**src/rtl/imem_loader.sv**
```systemverilog
// -----------------------------------------------------------------------------
// imem_loader
//
// Hardware program loader for the pipelined CPU's instruction memory.
// A byte stream arrives over a valid/ready interface. Bytes are packed
// little-endian into 32-bit instruction words, and each word is written to
// consecutive word addresses starting at 0. The CPU is held in reset-like
// stall (PC pinned at 0) until the load finishes, plus RELEASE_CYCLES more
// cycles.
//
// Handshake: a byte is transferred on a rising edge when
// i_in_valid & o_in_ready are both high. o_in_ready depends only on loader
// state, never on i_in_valid. The source must hold i_in_data stable while
// i_in_valid is high and the byte has not been taken.
//
// Optional feature (macro IMEM_LOADER_CHECKSUM_EN):
//   When the macro is defined, one extra byte follows the payload. That byte
//   must equal the modulo-256 sum of all payload bytes. On a mismatch,
//   o_chk_err and o_done are set, and the CPU is never released. When the
//   macro is undefined, o_chk_err is tied to 0.
//
// Parameters:
//   ADDR_W          word-address width (depth = 2**ADDR_W words)
//   RELEASE_CYCLES  cycles o_cpu_hold stays high after the last write (>= 1)
//
// Ports:
//   i_clk          system clock, rising edge
//   i_reset        asynchronous, active-high reset
//   i_start        single-cycle start pulse (honoured in IDLE or DONE only)
//   i_len_words    number of words to load, sampled with i_start
//   i_in_data      stream byte
//   i_in_valid     stream byte valid
//   o_in_ready     loader takes a byte this cycle
//   o_mem_we       instruction-memory write strobe (one cycle per word)
//   o_mem_addr     word address for o_mem_we
//   o_mem_wdata    assembled instruction word
//   o_cpu_hold     1 = CPU stalled with PC forced to 0
//   o_busy         high in RECV, WRITE and RELEASE
//   o_done         sticky completion flag
//   o_len_err      sticky; the requested length was clamped to 2**ADDR_W
//   o_chk_err      checksum mismatch (0 when the checksum feature is absent)
//   o_dbg_state    FSM state: IDLE=0, RECV=1, WRITE=2, RELEASE=3, DONE=4
// -----------------------------------------------------------------------------
module imem_loader #(
    parameter int ADDR_W         = 10,
    parameter int RELEASE_CYCLES = 2
) (
    input  logic              i_clk,
    input  logic              i_reset,
    input  logic              i_start,
    input  logic [ADDR_W:0]   i_len_words,
    input  logic [7:0]        i_in_data,
    input  logic              i_in_valid,
    output logic              o_in_ready,
    output logic              o_mem_we,
    output logic [ADDR_W-1:0] o_mem_addr,
    output logic [31:0]       o_mem_wdata,
    output logic              o_cpu_hold,
    output logic              o_busy,
    output logic              o_done,
    output logic              o_len_err,
    output logic              o_chk_err,
    output logic [2:0]        o_dbg_state
);

    typedef enum logic [2:0] {
        S_IDLE    = 3'd0,
        S_RECV    = 3'd1,
        S_WRITE   = 3'd2,
        S_RELEASE = 3'd3,
        S_DONE    = 3'd4
    } state_t;

    // Largest legal length: 2**ADDR_W words.
    localparam logic [ADDR_W:0] MAX_LEN = {1'b1, {ADDR_W{1'b0}}};

    // The release counter runs from 0 to RELEASE_CYCLES-1.
    localparam int RC_W = (RELEASE_CYCLES > 1) ? $clog2(RELEASE_CYCLES) : 1;
    localparam logic [RC_W-1:0] REL_LAST = RC_W'(RELEASE_CYCLES - 1);

    state_t            r_state;
    logic [ADDR_W:0]   r_len;        // latched (clamped) length in words
    logic [ADDR_W:0]   r_word_idx;   // words written so far; one bit wider than the address
    logic [1:0]        r_byte_idx;   // lane of the next byte
    logic [23:0]       r_word;       // lanes 0..2 of the word under assembly
    logic [RC_W-1:0]   r_rel_cnt;

    logic              w_start_ok;
    logic              w_len_zero;
    logic              w_len_over;
    logic [ADDR_W:0]   w_len_eff;
    logic              w_xfer;
    logic              w_payload_xfer;
    logic [ADDR_W:0]   w_word_next;

    // Start is honoured only while the loader is not busy.
    assign w_start_ok  = i_start && ((r_state == S_IDLE) || (r_state == S_DONE));
    assign w_len_zero  = (i_len_words == '0);
    assign w_len_over  = (i_len_words > MAX_LEN);
    assign w_len_eff   = w_len_over ? MAX_LEN : i_len_words;
    assign w_xfer      = i_in_valid && o_in_ready && (r_state == S_RECV);
    assign w_word_next = r_word_idx + 1'b1;

`ifdef IMEM_LOADER_CHECKSUM_EN
    logic        r_chk_phase;        // the next RECV byte is the checksum
    logic [7:0]  r_sum;
    logic        r_chk_err;
    logic        w_chk_xfer;

    assign w_payload_xfer = w_xfer && !r_chk_phase;
    assign w_chk_xfer     = w_xfer && r_chk_phase;
    assign o_chk_err      = r_chk_err;
`else
    assign w_payload_xfer = w_xfer;
    assign o_chk_err      = 1'b0;
`endif

    assign o_dbg_state = r_state;

    always_ff @(posedge i_clk or posedge i_reset) begin
        if (i_reset) begin
            r_state     <= S_IDLE;
            r_len       <= '0;
            r_word_idx  <= '0;
            r_byte_idx  <= '0;
            r_word      <= '0;
            r_rel_cnt   <= '0;
            o_in_ready  <= 1'b0;
            o_mem_we    <= 1'b0;
            o_mem_addr  <= '0;
            o_mem_wdata <= '0;
            o_cpu_hold  <= 1'b1;
            o_busy      <= 1'b0;
            o_done      <= 1'b0;
            o_len_err   <= 1'b0;
`ifdef IMEM_LOADER_CHECKSUM_EN
            r_chk_phase <= 1'b0;
            r_sum       <= '0;
            r_chk_err   <= 1'b0;
`endif
        end else begin
            // The write strobe is a single-cycle pulse, raised on entry to WRITE.
            o_mem_we <= 1'b0;

            if (w_start_ok) begin
                // The same start decode is used from IDLE and from DONE.
                // From DONE, it also clears the sticky flags and re-holds the CPU.
                r_len      <= w_len_eff;
                r_word_idx <= '0;
                r_byte_idx <= '0;
                r_rel_cnt  <= '0;
                o_len_err  <= w_len_over;
                o_done     <= 1'b0;
                o_cpu_hold <= 1'b1;
                o_busy     <= 1'b1;
`ifdef IMEM_LOADER_CHECKSUM_EN
                r_chk_phase <= 1'b0;
                r_sum       <= '0;
                r_chk_err   <= 1'b0;
`endif
                if (w_len_zero) begin
                    r_state    <= S_RELEASE;
                    o_in_ready <= 1'b0;
                end else begin
                    r_state    <= S_RECV;
                    o_in_ready <= 1'b1;
                end
            end else begin
                case (r_state)
                    S_RECV: begin
                        if (w_payload_xfer) begin
                            r_byte_idx <= r_byte_idx + 2'd1;
                            case (r_byte_idx)
                                2'd0: r_word[7:0]   <= i_in_data;
                                2'd1: r_word[15:8]  <= i_in_data;
                                2'd2: r_word[23:16] <= i_in_data;
                                default: begin
                                    // Lane 3 completes the word. Present it straight
                                    // to memory; WRITE is the cycle the strobe is high.
                                    o_mem_wdata <= {i_in_data, r_word};
                                    o_mem_addr  <= r_word_idx[ADDR_W-1:0];
                                    o_mem_we    <= 1'b1;
                                    o_in_ready  <= 1'b0;
                                    r_state     <= S_WRITE;
                                end
                            endcase
                        end
`ifdef IMEM_LOADER_CHECKSUM_EN
                        if (w_payload_xfer) begin
                            r_sum <= r_sum + i_in_data;
                        end
                        if (w_chk_xfer) begin
                            r_chk_phase <= 1'b0;
                            o_in_ready  <= 1'b0;
                            if (i_in_data == r_sum) begin
                                r_state   <= S_RELEASE;
                                r_rel_cnt <= '0;
                            end else begin
                                // The CPU is never released after a corrupt image:
                                // o_cpu_hold is deliberately left high.
                                r_state   <= S_DONE;
                                o_busy    <= 1'b0;
                                o_done    <= 1'b1;
                                r_chk_err <= 1'b1;
                            end
                        end
`endif
                    end

                    S_WRITE: begin
                        r_word_idx <= w_word_next;
                        if (w_word_next == r_len) begin
`ifdef IMEM_LOADER_CHECKSUM_EN
                            // One more byte is expected: the checksum.
                            r_chk_phase <= 1'b1;
                            r_state     <= S_RECV;
                            o_in_ready  <= 1'b1;
`else
                            r_state     <= S_RELEASE;
                            r_rel_cnt   <= '0;
`endif
                        end else begin
                            r_state    <= S_RECV;
                            o_in_ready <= 1'b1;
                        end
                    end

                    S_RELEASE: begin
                        if (r_rel_cnt == REL_LAST) begin
                            r_state    <= S_DONE;
                            o_busy     <= 1'b0;
                            o_done     <= 1'b1;
                            o_cpu_hold <= 1'b0;
                        end else begin
                            r_rel_cnt <= r_rel_cnt + 1'b1;
                        end
                    end

                    default: begin
                        // IDLE and DONE wait for a start pulse, which is handled above.
                    end
                endcase
            end
        end
    end

endmodule
```
**config.mk**
```make
export PLATFORM = sky130hd
export DESIGN_NAME = imem_loader
export DESIGN_NICKNAME = d
export VERILOG_FILES = /design/src/rtl/imem_loader.sv
export SDC_FILE = /design/constraint.sdc
export NUM_CORES = 1
export LEC_CHECK = 0
export ABC_CLOCK_PERIOD_IN_PS = 8400
export BUFFER_PORTS_ARGS = -buffer_cell sky130_fd_sc_hd__buf_2
export CORE_MARGIN = 4
export CORE_UTILIZATION = 60
export DETAILED_ROUTE_END_ITERATION = 8
export PLACE_DENSITY_LB_ADDON = 0.1
export SETUP_SLACK_MARGIN = 0.05
export SLEW_MARGIN = 20
export SYNTH_ARGS = -nofsm -noshare
export SYNTH_HDL_FRONTEND = slang
export SYNTH_SLANG_ARGS = --single-unit
```
**constraint.sdc**
```tcl
create_clock -name i_clk -period 8.4 [get_ports i_clk]
set_input_delay 1.68 -clock i_clk [delete_from_list [all_inputs] [get_ports i_clk]]
set_output_delay 1.68 -clock i_clk [all_outputs]
set_load 0.005 [all_outputs]
```
Word level (Yosys, flattened, before mapping):

Cells that the tools add are included.

* bits in latches: 0
* RAM bits: 0
* register bits: 100
* logic and storage cells: 92
* memories: 0
* output and inout bits: 52
* memory bits (read-only): 0
* bits of input ports: 23

* shift-type cells: 0
* reductions and logical operators: 25
* mux-type cells: 33
* bitwise logic cells: 2
* div/mod/pow operators: 0
* equal/unequal tests: 12
* $mul: 0
* magnitude comparators: 1
* add/sub/neg operators: 3

Operators with widths (count)
* 11-bit two-way mux: 3
* 4-bit AND reduction: 6
* 1-bit two-way mux: 18
* 3-bit inequality test (second input constant): 5
* 3-bit two-way mux: 4
* 11-bit by 1-bit adder with 11-bit output (second input constant): 1
* 11-bit == test: 1
* 11-bit greater-than comparator (second input constant): 1
* 11-bit zero test: 1
* 2-bit two-way mux: 5
* 2-bit nonzero test: 5
* 3-bit one-hot mux with 3 select lines: 1
* 3-bit by 2-bit == test with 1-bit output (second input constant): 2
* 2-bit AND reduction: 3
* 3-bit nonzero test: 2
* 1-bit one-hot mux with 2 select lines: 2
* 4-bit nonzero test: 1
* 3-bit by 1-bit == test with 1-bit output (second input constant): 1
* 3-bit == test (second input constant): 1
* 1-bit logical AND: 3
* 3-bit zero test: 1
* 3-bit OR reduction: 1
* 2-bit by 1-bit adder with 2-bit output (second input constant): 1
* 2-bit by 1-bit == test with 1-bit output (second input constant): 1
* 5 further kinds: 6

Logic depth before layout (Yosys ltp):

* depth after elaboration: 6
* gate-level depth with buffers: 8

Least setup slack after synthesis:

Ideal clock, no wire load.

* path type: input -> register
* from: input i_in_valid
* to: register o_mem_wdata[0]
* cell stages on the path: 5
* data required time: 8275 ps
* path buffers: 2
* setup slack: 5547 ps
* arrival time: 2729 ps
* cell sequence: and4b_1 > buf_2 > nand2_1 > buf_2 > mux2_2

* word-level cells in the longest chain between the ends: 3

RTL lines
* start: declaration: RTL line 53 `input logic i_in_valid,`
* 1-bit logical AND (2 in series): RTL line 101 `assign w_xfer = i_in_valid && o_in_ready && (r_state == S_RECV);`
* 4-bit AND reduction (no source line)
* end signal: assignment: RTL line 180 `o_mem_wdata <= {i_in_data, r_word};`
* end: declaration: RTL line 57 `output logic [31:0] o_mem_wdata,`

No other way between the ends.
A chain may end at the register's enable or synchronous reset.

Worst setup path after layout:

* from: input i_in_valid
* to: register o_in_ready

* word-level cells in the longest chain between the ends: 4

RTL lines
* 1-bit logical AND (2 in series): RTL line 101
* 3-bit inequality test (no source line)
* 4-bit AND reduction (no source line)
* end signal: assignment: RTL line 128 `o_in_ready <= 1'b0;`
* end signal: assignment: RTL line 163 `o_in_ready <= 1'b0;`
* end signal: assignment: RTL line 166 `o_in_ready <= 1'b1;`
* end: declaration: RTL line 54 `output logic o_in_ready,`

No other way between the ends.

==> flow_summary_export.csv <==
group,metric,value,unit
critical_path,crit_slowest_cell,"nand2_2",
timing,rsz0062_at_grt,"false",
power_and_ir_drop,netSwitchingFraction,0.316,
cts,clk_latency,0.36,ns
cts,ctsHoldBuffers,0,
yosys,ys_seq_elements,100,
power_and_ir_drop,finalPower,0.00164,W
timing,min_period,3.42,ns
yosys,ys_warn_count,0,
critical_path,rr_startpoint,"o_dbg_state[0]$_DFFE_PP0P_",
floorplanning,die_x,93.8,um
detailed_routing,ant_nets,0,
floorplanning,fp.dieH,93.8,um
power_and_ir_drop,intPower,0.00112,W
timing,slew_violations,0,
place,dp.cells,531,
detailed_routing,wl_per_cell,15.1,um
place,dp_hpwl,5810,um
yosys,synth_nets,403,
cts,cts_max_level,3,
yosys,ys_seq_area_frac,0.567,
critical_path,cp-end-kind,"register",
cts,cts_tree,"yes",
timing,fin_setup_tns,0,ns
cts,cts_buffers,9,
floorplanning,core_area,0.00721,mm^2
timing,setup_viol,0,
layout,layout-drive-gt1-share,0.344,
floorplanning,fp.dieArea,0.00880,mm^2
cts,path_clk_slew,0.09,ns
status,status,"completed",
timing,fmax,292,MHz
global_route,grt_usage,0.205,
layout,area_delta_synth_final,13.8,%
detailed_routing,vias,2986,
critical_path,r2r-end,"o_in_ready$_DFFE_PP0P_",
critical_path,start_kind,"input pin",
floorplanning,initial_core_util,0.612,
timing,tightest_slew,0.986,ns
timing,relSlewSlack,0.340,
critical_path,reg2reg_depth,6,
critical_path,max_stage_delay,0.75,ns
min_path,worstHoldStart,"o_mem_addr[4]$_DFFE_PP0P_",
global_route,grt_max_degree,81,
power_and_ir_drop,p_clk_frac,0.204,
floorplanning,io_pins,75,
power_and_ir_drop,vdd.ir_drop.worst,0.000201,V
layout,final_cells,547,
detailed_routing,viasPerCell,5.46,
yosys,netlist_instances,375,
critical_path,cp_max_fo,44,
global_route,gr-total-overflow,0,
layout,n_antenna_cell,0,
critical_path,critPathArrivalTime,3.72,ns
power_and_ir_drop,sequentialPowerShare,0.487,
critical_path,crit_buf_inv,2,
power_and_ir_drop,pwr-share-comb,0.310,
detailed_routing,route.detailed.drc,0,
cts,clockBufferDepth,2,
place,place_congestion,0.822,
min_path,hold_end,"o_mem_addr[4]$_DFFE_PP0P_",
critical_path,cp.required,8.70,ns
power_and_ir_drop,p_leak,2.46,nW
layout,nets,471,
min_path,whs_path_depth,2,
critical_path,path_cells,"buf_2 > and4b_1 > nand2_2 > inv_1 > o21bai_1 > o311a_1",
power_and_ir_drop,power.switching,0.000520,W
yosys,avgSynthCellArea,11.8,um^2
floorplanning,fp-row-count,31,
min_path,hold_class,"reg -> reg",
critical_path,criticalPathCategory,"in -> reg",
global_route,antenna_found_initial,0,
global_route,grt_pass1_wl,14100,um
yosys,syn-cell-area,0.00442,mm^2
cts,postCtsSetupRepairBufs,0,
detailed_routing,drt-initial-drc-count,86,
cts,cts-root-buf,"clkbuf_8",
run,maxCapViolations,0,
cts,cts.sinks,100,
detailed_routing,firstDrtPassIters,4,
critical_path,cp_top_family,"simple AND/OR/NAND/NOR gates",
timing,final.period_utilization,0.407,
yosys,synth_cell_types,45,
global_route,grt_pass1_vias,2901,
critical_path,r2r_setup_slack,5.55,ns
power_and_ir_drop,powerDensity,327,mW/mm^2
timing,clock_skew,0.0118,ns
cts,cts_resized,0,
timing,finalHoldViolations,0,
detailed_routing,drt-total-wl,8270,um
place,io_buffer_count,73,
-- worst min-delay path: stages, from the launching register on --
cell,delay (ns)
dfrtp_1,0.35
nand2_1,0.05
nand2_1,0.05
-- per-stage QoR --
step / util / hold WS [ns] / setup slack (ns) / area [um^2]
after floorplan: - / 0.467 / 4.10 / 4420
after global placement: 0.666 / 0.456 / 4.65 / 4810
after detailed placement: 0.666 / 0.460 / 4.59 / 4810
after CTS: 0.697 / 0.482 / 4.98 / 5030
after global routing: 0.697 / 0.506 / 4.81 / 5030
final: 0.697 / 0.476 / 4.98 / 5030
-- sequential cells by signal, indices dropped and copies added, names as in the netlist --
signal,cells
o_mem_wdata,32
r_word,24
r_len,11
r_word_idx,11
o_mem_addr,10
o_dbg_state,3
r_byte_idx,2
o_busy,1
o_cpu_hold,1
o_done,1
o_in_ready,1
o_len_err,1
o_mem_we,1
r_rel_cnt,1
-- how the worst max path moves through the flow --
stage / from / to / slack [ns] / depth (start not counted)
finish: i_in_valid / o_in_ready$_DFFE_PP0P_ / 4.98 / 6
global route: i_in_valid / o_dbg_state[1]$_DFFE_PP0P_ / 4.81 / 6
CTS: i_in_valid / o_in_ready$_DFFE_PP0P_ / 4.98 / 6
detailed placement: i_in_valid / o_dbg_state[1]$_DFFE_PP0P_ / 4.59 / 6
global placement: i_in_valid / o_in_ready$_DFFE_PP0P_ / 4.65 / 6
floorplan: i_reset / o_busy$_DFFE_PP0P_ / 4.10 / 1
-- metal layers --
layer  vias up  track usage  wire, um
li1       1431            -         -
met1      1476        0.297      3890
met2        71        0.309      3880
met3         8       0.0441       394
met4         0       0.0686       102
met5         -            0         0
-- cells in the mapped netlist, drive strengths merged --
| library cell | number | area [um^2] |
|---|---|---|
| dfrtp | 99 | 2480 |
| nand2 | 58 | 218 |
| mux2 | 56 | 631 |
| o21ai | 24 | 120 |
| nor2 | 18 | 67.6 |
| xnor2 | 15 | 131 |
| a21oi | 10 | 50.1 |
| buf | 10 | 63.8 |
| inv | 8 | 30.0 |
| clkbuf | 7 | 48.8 |
| nand2b | 7 | 43.8 |
| nand3 | 7 | 47.6 |
| nor3 | 6 | 41.3 |
| ha | 5 | 62.6 |
| a22o | 4 | 35.0 |
| nor4 | 4 | 31.3 |
| o31ai | 4 | 30.0 |
| xor2 | 4 | 35.0 |
| and3 | 3 | 18.8 |
| nand4 | 3 | 33.8 |
| o211ai | 3 | 22.5 |
| a21o | 2 | 15.0 |
| nand3b | 2 | 15.0 |
| nor2b | 2 | 12.5 |
| nor3b | 2 | 15.0 |
| a32o | 1 | 10.0 |
| and4 | 1 | 10.0 |
| and4b | 1 | 10.0 |
| conb | 1 | 3.75 |
| dfstp | 1 | 26.3 |
| nor4b | 1 | 8.76 |
| o21bai | 1 | 7.51 |
| o221a | 1 | 11.3 |
| o221ai | 1 | 8.76 |
| o311a | 1 | 10.0 |
| o41ai | 1 | 8.76 |
| or3 | 1 | 6.26 |
-- power by group through the flow --
stage	registers, W	clock network (W)	logic (W)
6_report	0.000800	0.000335	0.000509
2_1_floorplan	0.000789	0	0.000349
3_3_place_gp	0.000800	0	0.000501
3_5_place_dp	0.000811	0	0.000517
5_1_grt	0.000826	0.000367	0.000574
4_1_cts	0.000800	0.000345	0.000519
-- cells in the final DEF, fill, tap and decap left out, drive strengths merged, types with 10 or more instances in the layout --
cell type,synthesis,routed
clkbuf,7,10
dfrtp,99,99
nor2,18,18
buf,10,74
a21oi,10,10
nand2,58,58
mux2,56,56
xnor2,15,15
o21ai,24,24
inv,8,10
-- final cells by class --
| class | count | area (um^2) |
|---|---|---|
| flip-flops and latches | 100 | 2500 |
| fillers | 570 | 2180 |
| multi-input cells | 250 | 1770 |
| repair buffers | 74 | 373 |
| clock buffers | 10 | 128 |
| well taps | 99 | 124 |
| clock inverters | 6 | 95.1 |
| inverters | 8 | 32.5 |
-- logic make-up after synthesis --
logic type,synth area share
buffers and inverters,0.0323
multiplexers,0.143
other,0.000849
AO/OA/AOI/OAI,0.0745
flip-flops,0.567
XOR/XNOR,0.0377
adder cells (fa/ha/maj),0.0142
AND/OR/NAND/NOR,0.131
Note: power is estimated with default switching activity, not from simulation.
